--- src/rtl/lockstep_drv_pkg.sv ---
// Shared types and opcode helpers for the lockstep program driver.
package lockstep_drv_pkg;

    typedef enum logic [1:0] {
        IDLE    = 2'd0,
        DUT_RST = 2'd1,
        RUN     = 2'd2,
        DONE    = 2'd3
    } state_e;

    localparam logic [6:0] OPC_LOAD  = 7'b0000011;
    localparam logic [6:0] OPC_STORE = 7'b0100011;

    // True for opcodes that occupy the shim's load/store unit.
    function automatic logic is_mem_op(input logic [6:0] opcode);
        return (opcode == OPC_LOAD) || (opcode == OPC_STORE);
    endfunction

endpackage

--- src/rtl/lockstep_issue_lane.sv ---
// One issue lane: private pc and bubble for a single shim copy.
// A lane only advances on its own transfer, so a stalled copy never
// holds back its siblings.
module lockstep_issue_lane
    import lockstep_drv_pkg::*;
#(
    parameter int LW           = 3,
    parameter int THROTTLE_MEM = 1
) (
    input  logic          clk_i,
    input  logic          rst_i,
    input  logic          clear_i,
    input  logic          run_i,
    input  logic [LW-1:0] len_i,
    input  logic [6:0]    opcode_i,
    input  logic          ready_i,
    output logic          valid_o,
    output logic [LW-1:0] pc_o,
    output logic          fin_next_o
);

    logic [LW-1:0] pc_q, pc_d;
    logic          bubble_q, bubble_d;
    logic          xfer;
    logic [LW-1:0] pc_adv;

    // Valid/transfer decode and next pc/bubble; a bubble never outlives one cycle.
    always_comb begin
        valid_o    = run_i && (pc_q < len_i) && !bubble_q;
        xfer       = valid_o && ready_i;
        pc_adv     = xfer ? (pc_q + LW'(1)) : pc_q;
        fin_next_o = (pc_adv == len_i);
        pc_d       = pc_adv;
        bubble_d   = xfer && (THROTTLE_MEM != 0) && is_mem_op(opcode_i);
        if (clear_i) begin
            pc_d     = '0;
            bubble_d = 1'b0;
        end
    end

    // Lane state register.
    always_ff @(posedge clk_i) begin
        if (rst_i) begin
            pc_q     <= '0;
            bubble_q <= 1'b0;
        end else begin
            pc_q     <= pc_d;
            bubble_q <= bubble_d;
        end
    end

    assign pc_o = pc_q;

endmodule

--- src/rtl/lockstep_prog_driver.sv ---
// Lockstep stimulus driver: program ROM, shim reset sequencing, per-copy
// issue lanes and first-divergence capture on the copies' ready outputs.
// Handshake: a channel transfers in a cycle where instr_valid_o[c] and
// instr_ready_i[c] are both 1; valid never depends on ready, and once
// raised it holds with stable data until the transfer.
module lockstep_prog_driver
    import lockstep_drv_pkg::*;
#(
    parameter  int NUM_CH       = 2,
    parameter  int PROG_DEPTH   = 4,
    parameter  int INSTR_W      = 32,
    parameter  int RESET_CYCLES = 3,
    parameter  int THROTTLE_MEM = 1,
    localparam int AW           = (PROG_DEPTH > 1) ? $clog2(PROG_DEPTH) : 1,
    localparam int LW           = $clog2(PROG_DEPTH + 1)
) (
    input  logic                      clk_i,
    input  logic                      rst_i,
    input  logic                      prog_we_i,
    input  logic [AW-1:0]             prog_addr_i,
    input  logic [INSTR_W-1:0]        prog_data_i,
    input  logic [LW-1:0]             prog_len_i,
    input  logic                      start_i,
    output logic                      dut_rst_no,
    output logic [NUM_CH*INSTR_W-1:0] instr_o,
    output logic [NUM_CH-1:0]         instr_valid_o,
    input  logic [NUM_CH-1:0]         instr_ready_i,
    output logic                      busy_o,
    output logic                      done_o,
    output logic                      diverge_o,
    output logic [15:0]               diverge_cycle_o
);

    localparam int RCW = (RESET_CYCLES > 1) ? $clog2(RESET_CYCLES) : 1;

    state_e             state_q, state_d;
    logic [LW-1:0]      len_q, len_d;
    logic [RCW-1:0]     rcnt_q, rcnt_d;
    logic [15:0]        run_cnt_q, run_cnt_d;
    logic               div_q, div_d;
    logic [15:0]        dcyc_q, dcyc_d;
    logic [INSTR_W-1:0] rom_q [PROG_DEPTH];

    logic               idle_or_done;
    logic               start_ok;
    logic               rom_we;
    logic               in_run;
    logic [LW-1:0]      lane_pc [NUM_CH];
    logic [NUM_CH-1:0]  lane_valid;
    logic [NUM_CH-1:0]  lane_fin;

    assign idle_or_done = (state_q == IDLE) || (state_q == DONE);
    assign start_ok     = start_i && idle_or_done;
    assign rom_we       = prog_we_i && idle_or_done && (int'(prog_addr_i) < PROG_DEPTH);
    assign in_run       = (state_q == RUN);

    for (genvar c = 0; c < NUM_CH; c++) begin : g_lane
        logic [INSTR_W-1:0] rd_word;
        assign rd_word = rom_q[lane_pc[c][AW-1:0]];

        lockstep_issue_lane #(
            .LW           (LW),
            .THROTTLE_MEM (THROTTLE_MEM)
        ) u_lane (
            .clk_i      (clk_i),
            .rst_i      (rst_i),
            .clear_i    (start_ok),
            .run_i      (in_run),
            .len_i      (len_q),
            .opcode_i   (rd_word[6:0]),
            .ready_i    (instr_ready_i[c]),
            .valid_o    (lane_valid[c]),
            .pc_o       (lane_pc[c]),
            .fin_next_o (lane_fin[c])
        );
    end

    // Program ROM: written only while idle or done, never cleared by reset.
    always_ff @(posedge clk_i) begin
        if (rom_we) begin
            rom_q[prog_addr_i] <= prog_data_i;
        end
    end

    // FSM state register.
    always_ff @(posedge clk_i) begin
        if (rst_i) begin
            state_q <= IDLE;
        end else begin
            state_q <= state_d;
        end
    end

    // FSM next state; RUN ends once every lane's next pc reaches len.
    always_comb begin
        state_d = state_q;
        case (state_q)
            IDLE:    if (start_ok) state_d = DUT_RST;
            DUT_RST: if (rcnt_q == RCW'(RESET_CYCLES - 1)) state_d = RUN;
            RUN:     if (&lane_fin) state_d = DONE;
            DONE:    if (start_ok) state_d = DUT_RST;
            default: state_d = IDLE;
        endcase
    end

    // Run bookkeeping: length latch, reset/run counters, divergence capture.
    always_comb begin
        len_d     = len_q;
        rcnt_d    = rcnt_q;
        run_cnt_d = run_cnt_q;
        div_d     = div_q;
        dcyc_d    = dcyc_q;
        if (start_ok) begin
            len_d     = (prog_len_i > LW'(PROG_DEPTH)) ? LW'(PROG_DEPTH) : prog_len_i;
            rcnt_d    = '0;
            run_cnt_d = '0;
            div_d     = 1'b0;
            dcyc_d    = '0;
        end else if (state_q == DUT_RST) begin
            rcnt_d = rcnt_q + RCW'(1);
        end else if (in_run) begin
            if (run_cnt_q != 16'hFFFF) run_cnt_d = run_cnt_q + 16'd1;
            if (!div_q && (|instr_ready_i) && !(&instr_ready_i)) begin
                div_d  = 1'b1;
                dcyc_d = run_cnt_q;
            end
        end
    end

    // Bookkeeping registers.
    always_ff @(posedge clk_i) begin
        if (rst_i) begin
            len_q     <= '0;
            rcnt_q    <= '0;
            run_cnt_q <= '0;
            div_q     <= 1'b0;
            dcyc_q    <= '0;
        end else begin
            len_q     <= len_d;
            rcnt_q    <= rcnt_d;
            run_cnt_q <= run_cnt_d;
            div_q     <= div_d;
            dcyc_q    <= dcyc_d;
        end
    end

    // FSM outputs and per-channel instruction mux (no path from ready).
    always_comb begin
        dut_rst_no      = (state_q != DUT_RST);
        busy_o          = (state_q == DUT_RST) || in_run;
        done_o          = (state_q == DONE);
        diverge_o       = div_q;
        diverge_cycle_o = dcyc_q;
        instr_valid_o   = lane_valid;
        instr_o         = '0;
        for (int c = 0; c < NUM_CH; c++) begin
            if (in_run && (lane_pc[c] < len_q)) begin
                instr_o[c*INSTR_W +: INSTR_W] = rom_q[lane_pc[c][AW-1:0]];
            end
        end
    end

endmodule

--- config.mk ---
export PLATFORM = sky130hd
export DESIGN_NAME = lockstep_prog_driver
export DESIGN_NICKNAME = d
export VERILOG_FILES = /design/src/rtl/lockstep_drv_pkg.sv /design/src/rtl/lockstep_issue_lane.sv /design/src/rtl/lockstep_prog_driver.sv
export SDC_FILE = /design/constraint.sdc
export NUM_CORES = 1
export LEC_CHECK = 0
export CORE_ASPECT_RATIO = 0.8
export CORE_MARGIN = 2
export CORE_UTILIZATION = 30
export DETAILED_ROUTE_END_ITERATION = 6
export GPL_TIMING_DRIVEN = 0
export SETUP_SLACK_MARGIN = 0.05
export SYNTH_ARGS = -nofsm -noshare
export SYNTH_HDL_FRONTEND = slang
export SYNTH_HIERARCHICAL = 1
export SYNTH_SLANG_ARGS = --single-unit
--- constraint.sdc ---
create_clock -name clk_i -period 3.95 [get_ports clk_i]
set_input_delay 0.79 -clock clk_i [delete_from_list [all_inputs] [get_ports clk_i]]
set_output_delay 0.79 -clock clk_i [all_outputs]
set_load 0.01 [all_outputs]
==> metrics <==
status=finished clean; worst-margin pin slew=0.926 ns; CTS Buffer Depth=2; Avg WL per Cell=18.4 microns; synthesized area=~8300 sq um; vias in the first global route=5,504; area of the multi-input gates=3340 sq um; Setup violations, final=0; clock slew at reported path FFs=0.07 ns; met2 Use GR=23.5%; Max Cap Viol=0; Max IR drop VDD=0.000321 V; CP startpoint kind=flop; die width=between 150 and 200 microns; Post-CTS Hold Fix Bufs=0; drt total wl=a little over 20,000 microns; worst r2r path cells=10; sequential cell area fraction in the yosys report=57.7%; met3 Use GR=3.70%; core area=27,300 sq um; Routed Antenna Nets=0; crit path DAT=around 2.9 ns; setup ws final=0.291 ns; Internal=3350 uW; Seq pwr share=46.7%; Sw Ratio=28.3%; gr busiest metal=met2; pre-CTS WS=-0.000783 ns; number of CTS-inserted buffers=17; Sequential Area=between 4000 and 5000 sq um; routed via count=5,274; Slew headroom=37.9%; Reg2Reg Setup Slack=1.35 ns; die area=a little under 30,000 sq um; Yosys Warn Count=6; first-pass GRT wire length=between 30,000 and 40,000 microns; TritonCTS clock tree=yes; Worst Setup End Kind=primary output; reg-to-reg endpoint=state_q[0]; filler cell count=~2,600; ys async rst share=0%; Sink Count=176; Clk Latency, worst-skew pair=0.43 ns; met1 Resource Use GR=19.8%; vias per cell=4.78; final hold vios=0; Post-synth top flop=edfxtp_1; I/O pins=129; syn_area_per_cell=14.6 sq um; Slew Viols, Final=0; Area Overhead vs Synth=29.8%; dpl hpwl=14,300 microns; GRT overflow=0; hold crit path type=reg2reg; First DRT Iteration DRCs=302; largest net degree at the start of global routing=23; Tcrit/Tclk final=92.6%; minimum clock period=about 3.7 ns; layout cells sized above 1=19.9%; Util after Layout=roughly two fifths; PortBufs=128; Setup crit start=g_lane[0].u_lane/pc_o[0]; number of enable flip-flop cells after synthesis=128; Max FO, Critical Path=10; antenna violations before repair=1; Die Span Y=153 microns; Setup crit end=instr_o[6]; Synth Register Bits=176; Crit Path Class=reg2out; RSZ-0062 raised after global routing=false; switching power=~1300 uW; Nets=~780; Total GRT Usage=14.7%; max frequency=273 MHz; Logic pwr share=18.6%; count of cell types in the netlist=46; Starting Density=30.5%; Placer Congestion=approximately 0.74; clock power share=34.7%; DR DRC count=0; power per cell area=432 nW/um^2; row count=54; Clock Skews=0.0107 ns; Root Buffer=clkbuf_16; Syn Inst Count=between 500 and 600; Worst Path Required=3.16 ns; Pre-Repair DR Iteration Count=4; P_leak=0.00341 uW; total power=4680 uW; Net Count, Synth=about 630; Reg-to-Reg Start=g_lane[0].u_lane/pc_o[1]; H-Tree Depth=4
==> cells in the mapped netlist (all sizes together), types with 2 or more instances <==
cell	number	share of area, %
xnor2	8	0.84
or4	5	0.50
a21oi	17	1.0
nor4	3	0.23
o31ai	3	0.27
and4	4	0.44
mux4	64	17
nor2b	59	4.4
nand3	10	0.60
nor3b	7	0.75
or3	4	0.32
mux2i	21	2.6
nand2	16	0.72
xor2	7	0.92
and4bb	2	0.30
inv	24	1.1
nand4	7	0.60
dfxtp	48	12
o41ai	3	0.32
o21ai	12	0.99
nor2	41	1.8
o21a	2	0.21
buf	12	0.66
ha	15	2.3
nor3	14	1.1
edfxtp	128	46
clkbuf	19	0.89
nand2b	6	0.45
a31oi	3	0.23
==> logic make-up after synthesis <==
family	count (synthesis)	synth area share [%]
adder cells (fa/ha/maj)	15	2.25
AND/OR/NAND/NOR	178	12.3
flip-flops	176	57.7
buffers and inverters	55	2.63
XOR/XNOR	15	1.76
multiplexers	85	19.9
AO/OA/AOI/OAI	45	3.54
==> flip-flops by register name (all words and copies together), names as in the netlist <==
name,flops
diverge_o,1
state_q,2
rcnt_q,2
diverge_cycle_o,16
rom_q,128
run_cnt_q,16
g_lane.u_lane/pc_o,6
len_q,3
g_lane.u_lane/bubble_q,2
==> power groups by stage <==
stage	Sequential [uW]	Clock [uW]	Combinational, uW
floorplan	2210	0	489
global placement	2240	0	829
detailed placement	2230	0	877
CTS	2180	1680	885
global route	2200	1750	957
finish	2180	1620	871
==> routing by layer <==
metal | part of all wire (%) | up-vias
li1 | - | 2508
met1 | 46 | 2617
met2 | 48 | 137
met3 | 5.5 | 12
met4 | 1.0 | 0
met5 | 0 | -
==> worst max-delay path: stages, from the launching register on <==
cell and delay [ns]:
dfxtp_1 0.44, clkbuf_1 0.36, clkbuf_4 0.38, mux4_2 0.59, nor2b_1 0.17, clkdlybuf4s50_1 0.50
==> layout make-up <==
| class | count | share of cell area (%) |
|---|---|---|
| buffer | 31 | 1.31 |
| timing repair buffer | 137 | 13.0 |
| multi-input combinational | 338 | 30.9 |
| inverter | 24 | 0.833 |
| tap | 364 | 4.21 |
| clock inverter | 15 | 1.35 |
| sequential | 176 | 44.4 |
| clock buffer | 17 | 3.93 |
| antenna | 1 | 0.0231 |
==> placed cells by master, fill, tap and decap left out, types with 3 or more instances in the layout <==
cell type and instances:
a31oi_1 3, nor4_1 3, o41ai_1 3, clkbuf_2 8
inv_6 6, a21oi_1 17, mux2i_1 19, clkbuf_16 17
inv_1 24, nor3b_1 5, dfxtp_1 48, buf_1 4
xor2_1 5, nand2_1 16, and4_1 3, or3_1 3
or4_1 4, nor3_2 6, clkbuf_1 11, o21ai_0 6
nand2b_1 6, clkdlybuf4s50_1 128, clkinv_8 3, buf_2 6
ha_1 15, nand3_1 10, nand4_1 6, o31ai_1 3
edfxtp_1 128, nor2_1 39, mux4_2 64, xnor2_1 8
nor2b_1 59, nor3_1 8, buf_6 7
==> worst min-delay path by stage <==
stage | slack, ns | depth (start not counted) | end | startpoint
after detailed placement | 0.49 | 2 | diverge_cycle_o[0] | diverge_cycle_o[0]
final | 0.50 | 2 | diverge_cycle_o[14] | diverge_cycle_o[14]
after floorplan | 0.47 | 1 | run_cnt_q[6] | run_cnt_q[6]
after global routing | 0.52 | 2 | diverge_cycle_o[14] | diverge_cycle_o[14]
after CTS | 0.50 | 2 | rcnt_q[1] | rcnt_q[1]
after global placement | 0.47 | 2 | diverge_cycle_o[14] | diverge_cycle_o[14]
==> stage by stage <==
stage	cell area, sq um	hold slack, ns	instances	setup TNS (ns)
CTS	10800	0.499	1102	0
global placement	10100	0.474	1061	-201.61
finish	10800	0.497	1103	0
global route	10800	0.522	1102	0
floorplan	8330	0.467	569	0
detailed placement	10200	0.486	1070	-0.000783
==> timing repair <==
item | 4_1_cts | 5_1_grt
gates cloned | 0 | 0
resized for setup | 8 | 5
setup buffers | 0 | 0
setup endpoints to repair | 60 | 15
(Power assumes the default switching activity.)
